File: src/rtl/idu_decode_queue_pkg.sv
// Shared decode constants for the IDU decode queue: field widths, instruction numbers, opcodes.
// The instruction numbering is shared with downstream EXU tables; append only, never renumber.
package idu_decode_queue_pkg;

    localparam int unsigned INST_NUM_WIDTH = 8;
    localparam int unsigned FUNCT7_WIDTH   = 7;
    localparam int unsigned FUNCT3_WIDTH   = 3;
    localparam int unsigned OPCODE_WIDTH   = 7;

    typedef logic [INST_NUM_WIDTH-1:0] inst_num_t;
    typedef logic [OPCODE_WIDTH-1:0]   opcode_t;
    typedef logic [FUNCT3_WIDTH-1:0]   funct3_t;
    typedef logic [FUNCT7_WIDTH-1:0]   funct7_t;

    localparam inst_num_t inst_inv    = 8'd0;
    localparam inst_num_t inst_lui    = 8'd1;
    localparam inst_num_t inst_auipc  = 8'd2;
    localparam inst_num_t inst_jal    = 8'd3;
    localparam inst_num_t inst_jalr   = 8'd4;
    localparam inst_num_t inst_beq    = 8'd5;
    localparam inst_num_t inst_bne    = 8'd6;
    localparam inst_num_t inst_blt    = 8'd7;
    localparam inst_num_t inst_bge    = 8'd8;
    localparam inst_num_t inst_bltu   = 8'd9;
    localparam inst_num_t inst_bgeu   = 8'd10;
    localparam inst_num_t inst_lb     = 8'd11;
    localparam inst_num_t inst_lh     = 8'd12;
    localparam inst_num_t inst_lw     = 8'd13;
    localparam inst_num_t inst_lbu    = 8'd14;
    localparam inst_num_t inst_lhu    = 8'd15;
    localparam inst_num_t inst_sb     = 8'd16;
    localparam inst_num_t inst_sh     = 8'd17;
    localparam inst_num_t inst_sw     = 8'd18;
    localparam inst_num_t inst_addi   = 8'd19;
    localparam inst_num_t inst_slti   = 8'd20;
    localparam inst_num_t inst_sltiu  = 8'd21;
    localparam inst_num_t inst_xori   = 8'd22;
    localparam inst_num_t inst_ori    = 8'd23;
    localparam inst_num_t inst_andi   = 8'd24;
    localparam inst_num_t inst_slli   = 8'd25;
    localparam inst_num_t inst_srli   = 8'd26;
    localparam inst_num_t inst_srai   = 8'd27;
    localparam inst_num_t inst_add    = 8'd28;
    localparam inst_num_t inst_sub    = 8'd29;
    localparam inst_num_t inst_sll    = 8'd30;
    localparam inst_num_t inst_slt    = 8'd31;
    localparam inst_num_t inst_sltu   = 8'd32;
    localparam inst_num_t inst_xor    = 8'd33;
    localparam inst_num_t inst_srl    = 8'd34;
    localparam inst_num_t inst_sra    = 8'd35;
    localparam inst_num_t inst_or     = 8'd36;
    localparam inst_num_t inst_and    = 8'd37;
    localparam inst_num_t inst_fence  = 8'd38;
    localparam inst_num_t inst_ecall  = 8'd39;
    localparam inst_num_t inst_ebreak = 8'd40;
    localparam inst_num_t inst_mul    = 8'd41;
    localparam inst_num_t inst_mulh   = 8'd42;
    localparam inst_num_t inst_mulhsu = 8'd43;
    localparam inst_num_t inst_mulhu  = 8'd44;
    localparam inst_num_t inst_div    = 8'd45;
    localparam inst_num_t inst_divu   = 8'd46;
    localparam inst_num_t inst_rem    = 8'd47;
    localparam inst_num_t inst_remu   = 8'd48;

    localparam opcode_t opc_lui      = 7'b0110111;
    localparam opcode_t opc_auipc    = 7'b0010111;
    localparam opcode_t opc_jal      = 7'b1101111;
    localparam opcode_t opc_jalr     = 7'b1100111;
    localparam opcode_t opc_branch   = 7'b1100011;
    localparam opcode_t opc_load     = 7'b0000011;
    localparam opcode_t opc_store    = 7'b0100011;
    localparam opcode_t opc_op_imm   = 7'b0010011;
    localparam opcode_t opc_op       = 7'b0110011;
    localparam opcode_t opc_misc_mem = 7'b0001111;
    localparam opcode_t opc_system   = 7'b1110011;

    localparam funct7_t f7_base   = 7'b0000000;
    localparam funct7_t f7_alt    = 7'b0100000;
    localparam funct7_t f7_muldiv = 7'b0000001;

    localparam logic [31:0] ecall_word  = 32'h0000_0073;
    localparam logic [31:0] ebreak_word = 32'h0010_0073;

endpackage

File: src/rtl/idu_decode_comb.sv
// Combinational RV32I decoder: opcode-keyed tables refined by funct3/funct7, default inv.
// Define IDU_RV32M_EN to also decode the M extension (OP opcode, funct7 = 0000001).
module idu_decode_comb
    import idu_decode_queue_pkg::*;
(
    input  logic [31:0] inst,
    output inst_num_t   inst_num,
    output logic        illegal,
    output logic        ebreak
);

    opcode_t opcode;
    funct3_t funct3;
    funct7_t funct7;

    assign opcode = inst[6:0];
    assign funct3 = inst[14:12];
    assign funct7 = inst[31:25];

    always_comb begin
        inst_num = inst_inv;
        unique case (opcode)
            opc_lui:   inst_num = inst_lui;
            opc_auipc: inst_num = inst_auipc;
            opc_jal:   inst_num = inst_jal;
            opc_jalr: begin
                if (funct3 == 3'b000) inst_num = inst_jalr;
            end
            opc_branch: begin
                unique case (funct3)
                    3'b000:  inst_num = inst_beq;
                    3'b001:  inst_num = inst_bne;
                    3'b100:  inst_num = inst_blt;
                    3'b101:  inst_num = inst_bge;
                    3'b110:  inst_num = inst_bltu;
                    3'b111:  inst_num = inst_bgeu;
                    default: inst_num = inst_inv;
                endcase
            end
            opc_load: begin
                unique case (funct3)
                    3'b000:  inst_num = inst_lb;
                    3'b001:  inst_num = inst_lh;
                    3'b010:  inst_num = inst_lw;
                    3'b100:  inst_num = inst_lbu;
                    3'b101:  inst_num = inst_lhu;
                    default: inst_num = inst_inv;
                endcase
            end
            opc_store: begin
                unique case (funct3)
                    3'b000:  inst_num = inst_sb;
                    3'b001:  inst_num = inst_sh;
                    3'b010:  inst_num = inst_sw;
                    default: inst_num = inst_inv;
                endcase
            end
            opc_op_imm: begin
                unique case (funct3)
                    3'b000:  inst_num = inst_addi;
                    3'b010:  inst_num = inst_slti;
                    3'b011:  inst_num = inst_sltiu;
                    3'b100:  inst_num = inst_xori;
                    3'b110:  inst_num = inst_ori;
                    3'b111:  inst_num = inst_andi;
                    3'b001:  inst_num = (funct7 == f7_base) ? inst_slli : inst_inv;
                    3'b101: begin
                        if (funct7 == f7_base)     inst_num = inst_srli;
                        else if (funct7 == f7_alt) inst_num = inst_srai;
                    end
                    default: inst_num = inst_inv;
                endcase
            end
            opc_op: begin
                if (funct7 == f7_base) begin
                    unique case (funct3)
                        3'b000:  inst_num = inst_add;
                        3'b001:  inst_num = inst_sll;
                        3'b010:  inst_num = inst_slt;
                        3'b011:  inst_num = inst_sltu;
                        3'b100:  inst_num = inst_xor;
                        3'b101:  inst_num = inst_srl;
                        3'b110:  inst_num = inst_or;
                        default: inst_num = inst_and;
                    endcase
                end else if (funct7 == f7_alt) begin
                    if (funct3 == 3'b000)      inst_num = inst_sub;
                    else if (funct3 == 3'b101) inst_num = inst_sra;
`ifdef IDU_RV32M_EN
                end else if (funct7 == f7_muldiv) begin
                    unique case (funct3)
                        3'b000:  inst_num = inst_mul;
                        3'b001:  inst_num = inst_mulh;
                        3'b010:  inst_num = inst_mulhsu;
                        3'b011:  inst_num = inst_mulhu;
                        3'b100:  inst_num = inst_div;
                        3'b101:  inst_num = inst_divu;
                        3'b110:  inst_num = inst_rem;
                        default: inst_num = inst_remu;
                    endcase
`else
                end else begin
                    inst_num = inst_inv;
`endif
                end
            end
            opc_misc_mem: begin
                if (funct3 == 3'b000) inst_num = inst_fence;
            end
            // SYSTEM needs an exact word match; CSR accesses are not supported here.
            opc_system: begin
                if (inst == ecall_word)       inst_num = inst_ecall;
                else if (inst == ebreak_word) inst_num = inst_ebreak;
            end
            default: inst_num = inst_inv;
        endcase
    end

    assign illegal = (inst_num == inst_inv);
    assign ebreak  = (inst_num == inst_ebreak);

endmodule

File: src/rtl/idu_decode_queue.sv
// Decode stage with a DEPTH-entry FIFO between IFU and EXU; stops accepting after an ebreak
// until flushed. IDU_RV32M_EN enables M-extension decode in idu_decode_comb.
module idu_decode_queue #(
    parameter int unsigned ISA_WIDTH      = 32,
    parameter int unsigned INST_NUM_WIDTH = 8,
    parameter int unsigned DEPTH          = 2
) (
    input  logic                      clk,
    input  logic                      rst,
    input  logic                      flush,
    input  logic                      in_valid,
    output logic                      in_ready,
    input  logic [ISA_WIDTH-1:0]      in_inst,
    input  logic [ISA_WIDTH-1:0]      in_pc,
    output logic                      out_valid,
    input  logic                      out_ready,
    output logic [INST_NUM_WIDTH-1:0] out_inst_num,
    output logic [ISA_WIDTH-1:0]      out_pc,
    output logic                      out_illegal,
    output logic                      out_ebreak,
    output logic [$clog2(DEPTH):0]    count
);
    import idu_decode_queue_pkg::*;

    localparam int unsigned PTR_W = $clog2(DEPTH);
    localparam int unsigned CNT_W = PTR_W + 1;

    localparam logic [0:0] StRun  = 1'b0;
    localparam logic [0:0] StHalt = 1'b1;

    inst_num_t dec_num;
    logic      dec_illegal;
    logic      dec_ebreak;

    idu_decode_comb u_decode (
        .inst     (in_inst[31:0]),
        .inst_num (dec_num),
        .illegal  (dec_illegal),
        .ebreak   (dec_ebreak)
    );

    logic [INST_NUM_WIDTH-1:0] mem_num_q     [DEPTH];
    logic [ISA_WIDTH-1:0]      mem_pc_q      [DEPTH];
    logic                      mem_illegal_q [DEPTH];
    logic                      mem_ebreak_q  [DEPTH];

    logic [PTR_W-1:0] wptr_q, wptr_d;
    logic [PTR_W-1:0] rptr_q, rptr_d;
    logic [CNT_W-1:0] count_q, count_d;
    logic [0:0]       state_q, state_d;

    logic full, empty, push, pop;

    assign full      = (count_q == CNT_W'(DEPTH));
    assign empty     = (count_q == '0);
    // Registered-only ready: a full FIFO refuses a push even when the head pops this cycle.
    assign in_ready  = ~full & (state_q == StRun);
    assign out_valid = ~empty;
    assign push      = in_valid & in_ready;
    assign pop       = out_valid & out_ready;

    always_comb begin
        wptr_d  = wptr_q;
        rptr_d  = rptr_q;
        count_d = count_q;
        state_d = state_q;
        if (flush) begin
            wptr_d  = '0;
            rptr_d  = '0;
            count_d = '0;
            state_d = StRun;
        end else begin
            if (push) wptr_d = wptr_q + PTR_W'(1);
            if (pop)  rptr_d = rptr_q + PTR_W'(1);
            count_d = count_q + CNT_W'(push) - CNT_W'(pop);
            if (push && dec_ebreak) state_d = StHalt;
        end
    end

    always_ff @(posedge clk or posedge rst) begin
        if (rst) begin
            wptr_q  <= '0;
            rptr_q  <= '0;
            count_q <= '0;
            state_q <= StRun;
        end else begin
            wptr_q  <= wptr_d;
            rptr_q  <= rptr_d;
            count_q <= count_d;
            state_q <= state_d;
        end
    end

    always_ff @(posedge clk or posedge rst) begin
        if (rst) begin
            for (int i = 0; i < DEPTH; i++) begin
                mem_num_q[i]     <= '0;
                mem_pc_q[i]      <= '0;
                mem_illegal_q[i] <= 1'b0;
                mem_ebreak_q[i]  <= 1'b0;
            end
        end else if (push && !flush) begin
            mem_num_q[wptr_q]     <= INST_NUM_WIDTH'(dec_num);
            mem_pc_q[wptr_q]      <= in_pc;
            mem_illegal_q[wptr_q] <= dec_illegal;
            mem_ebreak_q[wptr_q]  <= dec_ebreak;
        end
    end

    assign out_inst_num = mem_num_q[rptr_q];
    assign out_pc       = mem_pc_q[rptr_q];
    assign out_illegal  = mem_illegal_q[rptr_q];
    assign out_ebreak   = mem_ebreak_q[rptr_q];
    assign count        = count_q;

endmodule

File: config.mk
export PLATFORM = sky130hd
export DESIGN_NAME = idu_decode_queue
export DESIGN_NICKNAME = d
export VERILOG_FILES = /design/src/rtl/idu_decode_queue_pkg.sv /design/src/rtl/idu_decode_comb.sv /design/src/rtl/idu_decode_queue.sv
export SDC_FILE = /design/constraint.sdc
export NUM_CORES = 1
export LEC_CHECK = 0
export BUFFER_PORTS_ARGS = -buffer_cell sky130_fd_sc_hd__buf_2
export CAP_MARGIN = 20
export CORE_ASPECT_RATIO = 0.75
export CORE_UTILIZATION = 39
export CTS_CLUSTER_SIZE = 16
export DETAILED_ROUTE_END_ITERATION = 7
export SYNTH_ARGS = -nofsm -noshare
export SYNTH_HDL_FRONTEND = slang
export SYNTH_SLANG_ARGS = --single-unit
File: constraint.sdc
create_clock -name clk -period 5.6 [get_ports clk]
set_clock_uncertainty 0.05 [all_clocks]
set_input_delay 0.28 -clock clk [delete_from_list [all_inputs] [get_ports clk]]
set_output_delay 0.28 -clock clk [all_outputs]
set_load 0.05 [all_outputs]
Word level (Yosys, flattened, before mapping)
Cells that the tools add are included.
{ "totals": {"register_bits": 89, "in_bits": 69, "output_inout_bits": 46, "word_cells": 107} }
{ "op_classes": {"addsub": 4, "order_cmp": 3, "n_eq_ne": 23, "n_mux": 46, "bitwise": 8, "reduce_logical": 11} }
{ "ops": {"columns": ["op", "count"], "rows": [
  ["$mux W32", 4],
  ["$pmux W8 S11", 1],
  ["$mux W8", 9],
  ["$bwmux W64", 1],
  ["$pmux W8 S8", 1],
  ["$pmux W6 S7", 1],
  ["$demux W32 S1", 1],
  ["$eq A32 B21 Y1 const B", 1],
  ["$eq A32 B7 Y1 const B", 1],
  ["$eq A7 B6 Y1 const B", 4],
  ["$eq A7 B7 Y1 const B", 4],
  ["$pmux W4 S6", 1],
  ["$pmux W4 S5", 1],
  ["$mux W6", 3],
  ["$bwmux W16", 1],
  ["$pmux W5 S3", 1],
  ["$eq A7 B5 Y1 const B", 2],
  ["$mux W1", 13],
  ["$eq A3 B3 Y1 const B", 4],
  ["$mux W5", 2],
  ["$demux W8 S1", 1],
  ["$eq A8 B6 Y1 const B", 1],
  ["$logic_not A8 Y1", 1],
  ["$eq A7 B2 Y1 const B", 1],
  ["22 further kinds", 35]
]} }

Logic depth before layout (Yosys ltp)
{ "logic_depth": {"word_depth": 10, "ltp_mapped": 9, "depth_no_buf": 9} }

Hierarchy
A second synthesis with hierarchy kept.
{ "hier_totals": {"hier_cells": 382, "area_unflattened_um2": 4817.1} }
{ "by_module_without_submodules": {"columns": ["module", "n_inst", "cells_each", "area_each_um2", "seq_area_each_um2"], "rows": [
  ["idu_decode_queue", 1, 253, 3946.3, 2227.1],
  ["idu_decode_comb", 1, 129, 870.8, 0.0]
]} }

Worst setup path before layout
No wires, ideal clock.
{ "synth_timing": {"path_type": "reg2reg", "from": "register count_q[0], in the netlist count[0]", "to": "register count_q[1], in the netlist count[1]", "setup_ps": 129, "t_arrival_ps": 2760, "required_time_ps": 5421, "slack_ps": 2661, "path_stages_with_launch": 10, "n_path_buf": 0, "period_less_slack_ps": 2939, "path_cell_list": "dfrtp_1 -> inv_1 -> a21oi_1 -> nand2_1 -> ha_1 -> inv_1 -> ha_1 -> xor2_1 -> xnor2_1 -> nor2_1"} }
{ "synth_between": {"elab_chain_len": 7, "word_cells_on_any_way": 10, "classes_between": "add/sub: 2; eq/ne: 1; mux: 1; bitwise: 5; reduce/logical: 1"} }
{ "synth_rtl": {"columns": ["element", "line", "text"], "rows": [
  ["start, declared", "idu_decode_queue.sv:49", "logic [CNT_W-1:0] count_q, count_d;"],
  ["start signal, assigned", "idu_decode_queue.sv:89", "count_q <= count_d;"],
  ["$eq A2 B2 Y1", "idu_decode_queue.sv:54", "assign full = (count_q == CNT_W'(DEPTH));"],
  ["$not A1 Y1", "idu_decode_queue.sv:57", "assign in_ready = ~full & (state_q == StRun);"],
  ["$and A1 B1 Y1", "idu_decode_queue.sv:57", null],
  ["net in_ready", "idu_decode_queue.sv:12", "output logic in_ready,"],
  ["$and A1 B1 Y1", "idu_decode_queue.sv:59", "assign push = in_valid & in_ready;"],
  ["$add A2 B1 Y2", "idu_decode_queue.sv:75", "count_d = count_q + CNT_W'(push) - CNT_W'(pop);"],
  ["$sub A2 B1 Y2", "idu_decode_queue.sv:75", null],
  ["$mux W2", "idu_decode_queue.sv:67", "if (flush) begin"],
  ["net count_d[1]", "idu_decode_queue.sv:49", null]
]} }
The timed path passes the listed nets, and every way through them passes these cells.
A chain may end at the register's enable or synchronous reset.

Final worst setup path
{ "layout_timing": {"from": "register rptr_q", "to": "output out_inst_num[5]"} }
{ "layout_between": {"elab_chain_len": 4} }
{ "layout_rtl": {"columns": ["element", "line", "text"], "rows": [
  ["start, declared", "idu_decode_queue.sv:48", "logic [PTR_W-1:0] rptr_q, rptr_d;"],
  ["start signal, assigned", "idu_decode_queue.sv:88", "rptr_q <= rptr_d;"],
  ["$not A1 Y2 (not written as such)", "idu_decode_queue.sv:110", "assign out_inst_num = mem_num_q[rptr_q];"],
  ["$mux W8 (not written as such) (3 in a row)", "idu_decode_queue.sv:110", null],
  ["end, declared", "idu_decode_queue.sv:17", "output logic [INST_NUM_WIDTH-1:0] out_inst_num,"]
]} }
No other way between the ends. The select of a mux whose other input is x is not followed.

==> run metrics <==
Combinational Power Share=between 40% and 50%; Post-Layout Cell Count=a little over 700; hold path depth=3; FF+latch area=roughly 2100 um^2; Port Buffers=112; Hold Slack=between 90 and 100 ps; core area=between 10,000 and 15,000 um^2; Ant. Diodes=0; Worst Path Arrival=2040 ps; Clock Path Buffers=2; Slew headroom=32.7%; sequential share of the synthesized area=between 40 and 50%; CTS Sinks=between 80 and 90; Unique masters post-synth=60; clk slew on worst S/H paths=approximately 60 ps; vias per inst=slightly above 5; Tot GR Track Use=18.4%; CP endpoint kind=primary output; RePlAce Congestion=about 0.9; IO Count=between 100 and 150; met2 Resource Use GR=between 20 and 30%; Tightest Pin Transition=1010 ps; Routed Antenna Nets=0; part of the cycle the worst path needs=42.3%; Syn. warnings=0; leak pwr=~0.0027 uW; NetSw=around 1300 uW; first-pass GRT wire length=17,400 um; HP Class=input port to flip-flop; Setup WS post-layout=3230 ps; final setup violation count=0; CTS tree=built; Pint=around 1800 uW; met1 Use GR=between 20% and 30%; Post-synth EDFFs=0; total CTS buffers=9; Slew Viols, Final=0; Setup CP Type=flip-flop to primary output; max cap viols=0; Min Clock Period, post-route=roughly 2400 ps; Final Core Density=50.0%; drt drc=0; cell depth of the worst flop-to-flop path=6; Initial Utilization=just over 40%; vias in the first global route=between 3,000 and 4,000; Pwr Density=555 nW/um^2; Cell Area, Synth=about 4600 um^2; FILL cells=1,038; DP HPWL=~7200 um; RR Endpoint=mem_num_q[8]; Skew-Pair Late Insertion Delay=between 300 and 400 ps; IR drop worst, VDD=approximately 0.38 mV; clock root cell=clkbuf_16; GRT Residual Overflow=0; hold path endpoint=mem_pc_q[62]; htree depth=3; CP Max Fanout=between 40 and 50; GRT Max-Usage Layer=met2; worst slack, placed=between 3000 and 4000 ps; Post-synth ARST share=100%; reg2reg setup slack=3580 ps; chip width=between 100 and 150 um; sequential share of power=33.0%; FP Rows=33; Die H=a little under 100 um; Detailed Route WL=~11,000 um; clock share of power=between 20% and 30%; Layout Area Growth over Synthesis=21.7%; total number of vias=3,575; Yosys reg bits=85; Synth Instances=approximately 450; area of the multi-input gates=2270 um^2; FMAX=around 420 MHz; DIE AREA=roughly 12,000 um^2; Reg2Reg Launch Point=count[0]; Worst EP required=5270 ps; met3 usage=roughly 6.3%; Switching Share=between 40% and 50%; run status=finished clean; Avg Cell Area, Syn=about 10 um^2; Synth Flop Type=dfrtp_1; element type at the critical path start=flip-flop; Inst Count DP=691; antenna violations before repair=0; Worst Hold Launch=in_pc[30]; 1st-iter DRT viols=approximately 220; final net count=between 600 and 700; Final TNS setup=0 ps; share of cells above drive strength 1=41.5%; Pre-Repair DR Iteration Count=4; final hold vios=0; RSZ-0062 raised after global routing=false; largest net degree at the start of global routing=between 80 and 90; wire length per cell=between 15 and 20 um
[worst max-delay path, stage by stage (launching register included)]
cell	delay, ps
dfrtp_2	1030
mux2_2	430
buf_2	220
[cells in the mapped netlist, types with 2 or more instances]
cell	number	area (um^2)
nor4bb_1	2	20.0
ha_1	2	25.0
nand2b_1	3	18.8
and2_1	3	18.8
nand4_1	4	25.0
nor4_4	3	63.8
o21ai_1	6	30.0
o2111ai_2	2	30.0
a32oi_1	2	17.5
xnor2_1	4	35.0
dfrtp_1	85	2130
nor2_1	18	67.6
mux2_2	77	867
a21oi_1	9	45.0
nor3_1	3	15.0
nand3_1	5	25.0
buf_6	3	33.8
inv_1	6	22.5
nor4_1	3	18.8
or3_1	4	25.0
nand2_1	118	443
nor4b_1	5	43.8
xor2_1	4	35.0
nor2b_1	6	37.5
clkbuf_1	12	45.0
o21ai_0	5	25.0
o31ai_1	2	15.0
buf_4	8	60.1
nor3_2	3	30.0
buf_2	9	45.0
a31oi_1	3	18.8
[per-stage QoR]
step	instance area (um^2)	total power (uW)
2_1_floorplan	4600	2140
3_3_place_gp	5220	2410
3_5_place_dp	5220	2450
4_1_cts	5560	3130
5_1_grt	5600	3270
6_report	5600	3110
[kinds of logic (layout without fill, tap and decap cells)]
logic type / Yosys count / in the layout / share of synthesized area, %
compound gates: 46 / 46 / 7.43
xor+xnor: 8 / 8 / 1.52
fa+ha+maj: 2 / 2 / 0.544
buf+inv: 38 / 141 / 4.49
flops: 85 / 85 / 46.3
mux: 77 / 77 / 18.9
other cells: 1 / 2 / 0.0816
simple gates: 191 / 191 / 20.8
[layout make-up]
| class | instances | area share (%) |
|---|---|---|
| timing repair buffer | 119 | 11.4 |
| inverter | 6 | 0.425 |
| tap | 157 | 3.51 |
| clock inverter | 7 | 2.03 |
| multi-input combinational | 326 | 40.6 |
| clock buffer | 9 | 4.02 |
| sequential | 85 | 38.0 |
[worst max path at each step]
stage	from	end	slack, ps
finish	rptr_q	out_inst_num[5]	3230
global route	rptr_q	out_inst_num[4]	3160
CTS	rptr_q	out_inst_num[5]	3200
detailed placement	in_inst[25]	mem_illegal_q[0]	3460
global placement	in_inst[25]	mem_illegal_q[0]	3420
floorplan	count[0]	count[1]	2660
[repair_timing]
| action | 4_1_cts | 5_1_grt |
|---|---|---|
| hold endpoints to repair | 0 | 20 |
| endpoints found under the setup margin | 0 | 0 |
| resized for setup | 0 | 0 |
| buffers inserted | 0 | 0 |
| hold buffers | 0 | 1 |
[routing by layer]
| layer | wire [um] | share of wire (%) | vias up |
|---|---|---|---|
| met3 | 724 | 6.7 | 8 |
| li1 | - | - | 1748 |
| met5 | 0 | 0 | - |
| met1 | 5060 | 47 | 1721 |
| met2 | 4920 | 46 | 98 |
| met4 | 70 | 0.65 | 0 |
[flip-flops by register name, summed over array words and instances (netlist names)]
register / count
state_q: 1
rptr_q: 1
mem_illegal_q: 2
mem_pc_q: 64
mem_ebreak_q: 2
mem_num_q: 12
wptr_q: 1
count: 2
[layout by cell type, fill, tap and decap left out, types with 4 or more instances in the layout]
master	netlist	layout
xor2_1	4	4
nor4b_1	5	5
inv_1	6	5
a21oi_1	9	9
buf_2	9	112
clkbuf_16	0	9
o21ai_0	5	5
buf_4	8	5
nand4_1	4	4
nand2_1	118	118
clkinv_2	0	4
or3_1	4	4
nand3_1	5	5
xnor2_1	4	4
dfrtp_1	85	84
nor2_1	18	18
nor2b_1	6	6
o21ai_1	6	6
mux2_2	77	77
[power by group through the flow]
stage / Combinational (uW) / Sequential, uW / Clock, uW
5_1_grt: 1500 / 1060 / 714
3_5_place_dp: 1410 / 1040 / 0
3_3_place_gp: 1390 / 1020 / 0
2_1_floorplan: 1160 / 975 / 0
6_report: 1410 / 1030 / 674
4_1_cts: 1420 / 1030 / 689
(Power assumes the default switching activity.)
